File: src/rtl/mipse_lsu_if.sv
// Core/memory-side signal bundle for the mipse load/store unit.
// The slave view is the LSU itself; the master view is the core plus data memory.
interface mipse_lsu_if #(
  parameter int DATA_W = 32,
  parameter int ADDR_W = 32
) ();
  localparam int LANES = DATA_W / 8;

  logic              req_valid;
  logic              req_ready;
  logic              req_we;
  logic [1:0]        req_size;
  logic              req_unsigned;
  logic [ADDR_W-1:0] req_addr;
  logic [DATA_W-1:0] req_wdata;

  logic              mem_valid;
  logic              mem_ready;
  logic [ADDR_W-1:0] mem_addr;
  logic              mem_we;
  logic [LANES-1:0]  mem_be;
  logic [DATA_W-1:0] mem_wdata;
  logic [DATA_W-1:0] mem_rdata;

  logic              resp_valid;
  logic [DATA_W-1:0] resp_rdata;
  logic              resp_err;
  logic [1:0]        err_code;

  modport slave (
    input  req_valid, req_we, req_size, req_unsigned, req_addr, req_wdata,
    input  mem_ready, mem_rdata,
    output req_ready, mem_valid, mem_addr, mem_we, mem_be, mem_wdata,
    output resp_valid, resp_rdata, resp_err, err_code
  );

  modport master (
    output req_valid, req_we, req_size, req_unsigned, req_addr, req_wdata,
    output mem_ready, mem_rdata,
    input  req_ready, mem_valid, mem_addr, mem_we, mem_be, mem_wdata,
    input  resp_valid, resp_rdata, resp_err, err_code
  );
endinterface

File: src/rtl/mipse_lsu.sv
// Load/store unit: big-endian byte/half/word(/dword) accesses over a valid/ready
// memory handshake with timeout, returning sign/zero-extended load data.
module mipse_lsu #(
  parameter int DATA_W  = 32,
  parameter int ADDR_W  = 32,
  parameter int TIMEOUT = 255
) (
  input logic        clk,
  input logic        rst,
  mipse_lsu_if.slave bus
);
  localparam int LANES = DATA_W / 8;
  localparam int OFF_W = $clog2(LANES);
  localparam logic [15:0] TIMEOUT_CNT = 16'(TIMEOUT);

  typedef enum logic [1:0] {IDLE, ACCESS, RESP} state_t;

  state_t            state_reg;
  logic [15:0]       cnt_reg;
  logic [OFF_W-1:0]  off_reg;
  logic [3:0]        nbytes_reg;
  logic              uns_reg;
  logic              we_reg;

  logic              req_ready_reg;
  logic              mem_valid_reg;
  logic [ADDR_W-1:0] mem_addr_reg;
  logic              mem_we_reg;
  logic [LANES-1:0]  mem_be_reg;
  logic [DATA_W-1:0] mem_wdata_reg;
  logic              resp_valid_reg;
  logic [DATA_W-1:0] resp_rdata_reg;
  logic              resp_err_reg;
  logic [1:0]        err_code_reg;

  // Request decode, evaluated on the incoming request while idle
  logic [OFF_W-1:0]  req_off;
  logic [3:0]        req_nbytes;
  logic              req_misalign;
  logic [LANES-1:0]  req_be;
  logic [DATA_W-1:0] req_lane_wdata;

  always_comb begin
    req_off        = bus.req_addr[OFF_W-1:0];
    req_nbytes     = 4'd1 << bus.req_size;
    req_misalign   = ((4'(req_off) & (req_nbytes - 4'd1)) != 4'd0) ||
                     ((bus.req_size == 2'd3) && (LANES == 4));
    // Right-aligned store data: push the field to the MSB lane, then down to lane o
    req_lane_wdata = bus.req_wdata << (DATA_W - 8 * int'(req_nbytes));
    req_lane_wdata = req_lane_wdata >> (8 * int'(req_off));
    if (!bus.req_we) begin
      req_lane_wdata = '0;
    end
  end

  // Lane gi is byte offset gi, which sits at mem_be bit LANES-1-gi
  genvar gi;
  generate
    for (gi = 0; gi < LANES; gi++) begin : g_be
      assign req_be[LANES-1-gi] = (gi >= int'(req_off)) &&
                                  (gi < int'(req_off) + int'(req_nbytes));
    end
  endgenerate

  // Load extraction: selected field moved to the MSB, then shifted down with extension
  logic [DATA_W-1:0] rd_left;
  logic [DATA_W-1:0] rd_ext;

  always_comb begin
    rd_left = bus.mem_rdata << (8 * int'(off_reg));
    if (uns_reg) begin
      rd_ext = rd_left >> (DATA_W - 8 * int'(nbytes_reg));
    end else begin
      rd_ext = $signed(rd_left) >>> (DATA_W - 8 * int'(nbytes_reg));
    end
  end

  always_ff @(posedge clk or posedge rst) begin
    if (rst) begin
      state_reg      <= IDLE;
      cnt_reg        <= '0;
      off_reg        <= '0;
      nbytes_reg     <= '0;
      uns_reg        <= 1'b0;
      we_reg         <= 1'b0;
      req_ready_reg  <= 1'b1;
      mem_valid_reg  <= 1'b0;
      mem_addr_reg   <= '0;
      mem_we_reg     <= 1'b0;
      mem_be_reg     <= '0;
      mem_wdata_reg  <= '0;
      resp_valid_reg <= 1'b0;
      resp_rdata_reg <= '0;
      resp_err_reg   <= 1'b0;
      err_code_reg   <= 2'b00;
    end else begin
      case (state_reg)
        IDLE: begin
          cnt_reg <= '0;
          if (bus.req_valid) begin
            off_reg       <= req_off;
            nbytes_reg    <= req_nbytes;
            uns_reg       <= bus.req_unsigned;
            we_reg        <= bus.req_we;
            req_ready_reg <= 1'b0;
            if (req_misalign) begin
              state_reg      <= RESP;
              resp_valid_reg <= 1'b1;
              resp_rdata_reg <= '0;
              resp_err_reg   <= 1'b1;
              err_code_reg   <= 2'b01;
            end else begin
              state_reg     <= ACCESS;
              mem_valid_reg <= 1'b1;
              mem_addr_reg  <= {bus.req_addr[ADDR_W-1:OFF_W], {OFF_W{1'b0}}};
              mem_we_reg    <= bus.req_we;
              mem_be_reg    <= req_be;
              mem_wdata_reg <= req_lane_wdata;
            end
          end
        end
        ACCESS: begin
          // A ready on the final counted cycle still wins over the timeout
          if (bus.mem_ready || (cnt_reg + 16'd1 == TIMEOUT_CNT)) begin
            state_reg      <= RESP;
            cnt_reg        <= '0;
            mem_valid_reg  <= 1'b0;
            mem_addr_reg   <= '0;
            mem_we_reg     <= 1'b0;
            mem_be_reg     <= '0;
            mem_wdata_reg  <= '0;
            resp_valid_reg <= 1'b1;
            if (bus.mem_ready) begin
              resp_rdata_reg <= we_reg ? '0 : rd_ext;
              resp_err_reg   <= 1'b0;
              err_code_reg   <= 2'b00;
            end else begin
              resp_rdata_reg <= '0;
              resp_err_reg   <= 1'b1;
              err_code_reg   <= 2'b10;
            end
          end else begin
            cnt_reg <= cnt_reg + 16'd1;
          end
        end
        RESP: begin
          state_reg      <= IDLE;
          req_ready_reg  <= 1'b1;
          resp_valid_reg <= 1'b0;
          resp_rdata_reg <= '0;
          resp_err_reg   <= 1'b0;
          err_code_reg   <= 2'b00;
        end
        default: begin
          state_reg     <= IDLE;
          req_ready_reg <= 1'b1;
        end
      endcase
    end
  end

  assign bus.req_ready  = req_ready_reg;
  assign bus.mem_valid  = mem_valid_reg;
  assign bus.mem_addr   = mem_addr_reg;
  assign bus.mem_we     = mem_we_reg;
  assign bus.mem_be     = mem_be_reg;
  assign bus.mem_wdata  = mem_wdata_reg;
  assign bus.resp_valid = resp_valid_reg;
  assign bus.resp_rdata = resp_rdata_reg;
  assign bus.resp_err   = resp_err_reg;
  assign bus.err_code   = err_code_reg;
endmodule

File: src/flat_wrapper.sv
// flat-port wrapper written by rule: the top's interface ports become plain ports
module mipse_lsu_flat 
#(
  parameter int DATA_W  = 32,
  parameter int ADDR_W  = 32,
  parameter int TIMEOUT = 255
)
  (clk, rst, bus_req_valid, bus_req_we, bus_req_size, bus_req_unsigned, bus_req_addr, bus_req_wdata, bus_mem_ready, bus_mem_rdata, bus_req_ready, bus_mem_valid, bus_mem_addr, bus_mem_we, bus_mem_be, bus_mem_wdata, bus_resp_valid, bus_resp_rdata, bus_resp_err, bus_err_code);
  mipse_lsu_if #(.DATA_W(DATA_W), .ADDR_W(ADDR_W)) bus_i ();
  input logic clk;
  input logic rst;
  input wire logic [$bits(bus_i.req_valid)-1:0] bus_req_valid;
  input wire logic [$bits(bus_i.req_we)-1:0] bus_req_we;
  input wire logic [$bits(bus_i.req_size)-1:0] bus_req_size;
  input wire logic [$bits(bus_i.req_unsigned)-1:0] bus_req_unsigned;
  input wire logic [$bits(bus_i.req_addr)-1:0] bus_req_addr;
  input wire logic [$bits(bus_i.req_wdata)-1:0] bus_req_wdata;
  input wire logic [$bits(bus_i.mem_ready)-1:0] bus_mem_ready;
  input wire logic [$bits(bus_i.mem_rdata)-1:0] bus_mem_rdata;
  output wire logic [$bits(bus_i.req_ready)-1:0] bus_req_ready;
  output wire logic [$bits(bus_i.mem_valid)-1:0] bus_mem_valid;
  output wire logic [$bits(bus_i.mem_addr)-1:0] bus_mem_addr;
  output wire logic [$bits(bus_i.mem_we)-1:0] bus_mem_we;
  output wire logic [$bits(bus_i.mem_be)-1:0] bus_mem_be;
  output wire logic [$bits(bus_i.mem_wdata)-1:0] bus_mem_wdata;
  output wire logic [$bits(bus_i.resp_valid)-1:0] bus_resp_valid;
  output wire logic [$bits(bus_i.resp_rdata)-1:0] bus_resp_rdata;
  output wire logic [$bits(bus_i.resp_err)-1:0] bus_resp_err;
  output wire logic [$bits(bus_i.err_code)-1:0] bus_err_code;
  assign bus_i.req_valid = bus_req_valid;
  assign bus_i.req_we = bus_req_we;
  assign bus_i.req_size = bus_req_size;
  assign bus_i.req_unsigned = bus_req_unsigned;
  assign bus_i.req_addr = bus_req_addr;
  assign bus_i.req_wdata = bus_req_wdata;
  assign bus_i.mem_ready = bus_mem_ready;
  assign bus_i.mem_rdata = bus_mem_rdata;
  assign bus_req_ready = bus_i.req_ready;
  assign bus_mem_valid = bus_i.mem_valid;
  assign bus_mem_addr = bus_i.mem_addr;
  assign bus_mem_we = bus_i.mem_we;
  assign bus_mem_be = bus_i.mem_be;
  assign bus_mem_wdata = bus_i.mem_wdata;
  assign bus_resp_valid = bus_i.resp_valid;
  assign bus_resp_rdata = bus_i.resp_rdata;
  assign bus_resp_err = bus_i.resp_err;
  assign bus_err_code = bus_i.err_code;
  mipse_lsu #(.DATA_W(DATA_W), .ADDR_W(ADDR_W), .TIMEOUT(TIMEOUT)) u_core (.clk(clk), .rst(rst), .bus(bus_i));
endmodule
File: config.mk
export PLATFORM = sky130hd
export DESIGN_NAME = mipse_lsu_flat
export DESIGN_NICKNAME = d
export VERILOG_FILES = /design/src/rtl/mipse_lsu_if.sv /design/src/rtl/mipse_lsu.sv /design/src/flat_wrapper.sv
export SDC_FILE = /design/constraint.sdc
export NUM_CORES = 1
export LEC_CHECK = 0
export CORE_UTILIZATION = 38
export CTS_CLUSTER_DIAMETER = 100
export DETAILED_ROUTE_END_ITERATION = 8
export GPL_ROUTABILITY_DRIVEN = 0
export GPL_TIMING_DRIVEN = 0
export PLACE_DENSITY_LB_ADDON = 0.2
export SETUP_SLACK_MARGIN = 0.02
export SLEW_MARGIN = 30
export SYNTH_ARGS = -nofsm -noshare
export SYNTH_HDL_FRONTEND = slang
export SYNTH_SLANG_ARGS = --single-unit
File: constraint.sdc
create_clock -name clk -period 13.7 [get_ports clk]
set_input_delay 2.74 -clock clk [delete_from_list [all_inputs] [get_ports clk]]
set_output_delay 2.74 -clock clk [all_outputs]
set_load 0.01 [all_outputs]
==> summary.txt <==
Status -> complete, no violations
Core Rows -> 51
Most frequent cells in the layout -> clkdlybuf4s50_1 (208), dfrtp_1 (130), nand2_1 (76), a22o_1 (74), o21ai_0 (70)
Comb pwr share -> 48.2%
Async SR Flop Fraction -> 100.0%
Hold Path Sink -> u_core.bus.mem_valid$_DFFE_PP0P_
Gr ovfl total -> 0
Hpwl dp -> 17380 microns
Max_cap viols -> 0
Total global routing track utilization -> 24.02%
Setup crit start kind -> input port
Deepest clock path buffer count -> 2
Clock share of power -> 23.6%
Vias in the first global route -> 6933
NetSw -> 0.7595 mW
Crit Reg-Reg Endpoint -> u_core.bus.resp_rdata[8]$_DFFE_PP0P_
Reg area -> 0.003279 sq mm
Iteration count of the initial detailed-routing pass -> 5
I/O pin count -> 211
Clock Skews -> 10.60 ps
Crit end category -> flip-flop
Crit path DAT -> 6270 ps
Synth unique cells -> 59
Synth Register Bits -> 131
Crit-path max FO -> 10
Most common cell after layout, fill and taps aside -> clkdlybuf4s50_1
PortBufs -> 208
Syn Area/Cell -> 9.760 sq um
Fin crit share -> 43.11%
Initial antenna violation count -> 1
Flop pwr share -> 28.2%
Cell area after synthesis -> 0.007525 sq mm
Post-DRT Antenna Nets -> 0
CTS tree -> built
H-tree lvl count -> 4
Internal -> 1.178 mW
Final Power -> 1.937 mW
Pin count of the biggest net entering global routing -> 76
Root Driver -> clkbuf_16
Register-to-register setup slack -> 10420 ps
CTS Sinks -> 131
Count of warnings emitted by yosys -> 0
Power per Cell Area -> 183.3 mW/mm^2
Initial core utilization -> 38.66%
Worst IR Drop VDD -> 0.1058 mV
CTS Hold Bufs -> 0
Hold_sp -> u_core.bus.mem_valid$_DFFE_PP0P_
Die Width -> 142.7 microns
DRT iter0 DRCs -> 516
DRC violations left -> 0
Setup bufs post-CTS -> 0
Core area -> 0.01946 sq mm
Height of the die -> 142.7 microns
Ys flop type -> dfrtp_1
DR WL/cell -> 18.57 microns
Post-synth EDFFs -> 0
First-pass GRT wire length -> 37490 microns
Cells after synthesis -> 771
R2R Path Start -> u_core.nbytes_reg[0]$_DFFE_PP0P_
Hold Crit Class -> flip-flop to flip-flop
Setup repair after global routing missed its margin -> no
Final setup fails -> 0
Setup TNS -> 0 ps
Vias per std cell -> 5.536
Fin. Hold Viols -> 0
Tightest Pin Transition -> 805.8 ps
Worst R2R Path Depth -> 10
Switching share of power -> 39.21%
Fillers -> 1751
Final WL -> 23760 microns
WS Path Type -> input port to flip-flop
F_max -> 169.3 MHz
DR vias -> 7080
Sequential fraction of the synthesis area -> 43.58%
Layout cells sized above 1 -> 10.27%
TritonCTS Buffers -> 17
Multi-input logic area -> 0.003897 sq mm
Fin crit period -> 5907 ps
Synthesis-to-finish area growth -> 40.44%
Die area -> 0.02037 sq mm
Max_slew headroom -> 46.08%
Leakage -> 4.413 nW
Fin nets -> 1114
Clock Pin Slew Worst Setup and Hold Paths -> 60 ps
Slew Limit Fails -> 0
CP required -> 14060 ps
Cts repair resizes -> 0
Hold Crit Depth -> 1
Clk_lat worst skew -> 430 ps
[stage by stage]
step | hold slack (ps) | instances | cell area, sq um | utilization [%] | worst slack, ps
6_report | 490.5 | 1279 | 10570 | 54.30 | 7793
5_1_grt | 514.7 | 1278 | 10570 | 54.28 | 7552
4_1_cts | 491.9 | 1278 | 10570 | 54.28 | 7836
3_5_place_dp | 466.3 | 1246 | 9982 | 51.29 | 7420
3_3_place_gp | 469.7 | 1245 | 9942 | 51.08 | 5417
2_1_floorplan | 471.4 | 772 | 7528 | - | 7464
[power by group through the flow]
stage | combinational [mW] | sequential, mW | clock [mW]
after global routing | 1.02 | 0.559 | 0.487
final | 0.934 | 0.546 | 0.457
after CTS | 0.929 | 0.546 | 0.466
after global placement | 0.919 | 0.550 | 0
after floorplan | 0.526 | 0.577 | 0
after detailed placement | 0.926 | 0.547 | 0
[how the worst max path moves through the flow]
stage               startpoint                                   end
2_1_floorplan              rst    u_core.bus.err_code[0]$_DFFE_PP0P_
3_3_place_gp               rst   u_core.bus.mem_wdata[8]$_DFFE_PP0P_
3_5_place_dp   bus_req_size[0]  u_core.bus.mem_wdata[31]$_DFFE_PP0P_
4_1_cts        bus_req_size[0]  u_core.bus.mem_wdata[31]$_DFFE_PP0P_
5_1_grt        bus_req_size[0]  u_core.bus.mem_wdata[31]$_DFFE_PP0P_
6_report       bus_req_size[0]  u_core.bus.mem_wdata[31]$_DFFE_PP0P_
[critical path: stages]
cell	delay (ps)
clkdlybuf4s50_1	520
buf_1	370
nor2_1	230
inv_1	90
ha_1	170
nand2b_1	190
nor3_2	650
and2_1	220
clkbuf_1	250
clkbuf_1	560
a32o_1	270
[per-layer routing]
metal,up-vias,wire length (microns),track usage [%]
met5,-,15,0
met3,43,1794,7.746
met2,260,11070,37.33
met4,2,468,8.546
li1,3364,-,-
met1,3411,10400,31.23
[logic make-up (layout without fill, tap and decap cells)]
kind of cell | count (synthesis) | count (layout) | share of synthesized area, %
adder cells (fa/ha/maj) | 10 | 10 | 1.663
other | 1 | 3 | 0.04984
XOR/XNOR | 9 | 9 | 1.048
multiplexers | 60 | 60 | 8.563
flip-flops | 131 | 131 | 43.58
buffers and inverters | 77 | 318 | 4.739
AND/OR/NAND/NOR | 187 | 187 | 11.74
AO/OA/AOI/OAI | 296 | 296 | 28.62
[Yosys cell counts (2+ instances only)]
cell type	instances	area share, %
dfrtp_1	130	43
nand2_1	76	3.8
a22o_1	74	8.6
o21ai_0	70	4.7
nor2_1	47	2.3
a21oi_1	36	2.4
clkbuf_1	36	1.8
mux2_2	35	5.2
a22oi_1	33	3.3
mux2i_1	25	3.3
a32o_1	24	3.2
a211oi_1	16	1.6
inv_1	13	0.65
buf_2	12	0.80
ha_1	10	1.7
nand3_1	10	0.67
o2bb2ai_1	10	1.2
nor2b_1	9	0.75
xnor2_1	9	1.0
a21o_1	8	0.80
nor3_1	8	0.53
buf_1	7	0.35
nand2b_1	7	0.58
or3_1	7	0.58
a31oi_1	6	0.50
buf_6	6	0.90
or2_2	4	0.33
and2_1	3	0.25
nand4_1	3	0.25
a21boi_0	2	0.20
and2_0	2	0.17
buf_4	2	0.20
o21a_1	2	0.20
o22a_1	2	0.23
o311ai_0	2	0.23
o41ai_1	2	0.23
[final cells by class]
| class | count | share of cell area, % |
|---|---|---|
| Sequential cell | 131 | 31.03 |
| Timing Repair Buffer | 209 | 19.96 |
| Clock inverter | 14 | 1.456 |
| Buffer | 63 | 2.877 |
| Antenna cell | 1 | 0.02368 |
| Multi-Input combinational cell | 564 | 36.88 |
| Inverter | 14 | 0.5683 |
| Clock buffer | 18 | 4.061 |
| Tap cell | 265 | 3.138 |
Power figures use the tool's default switching activity.
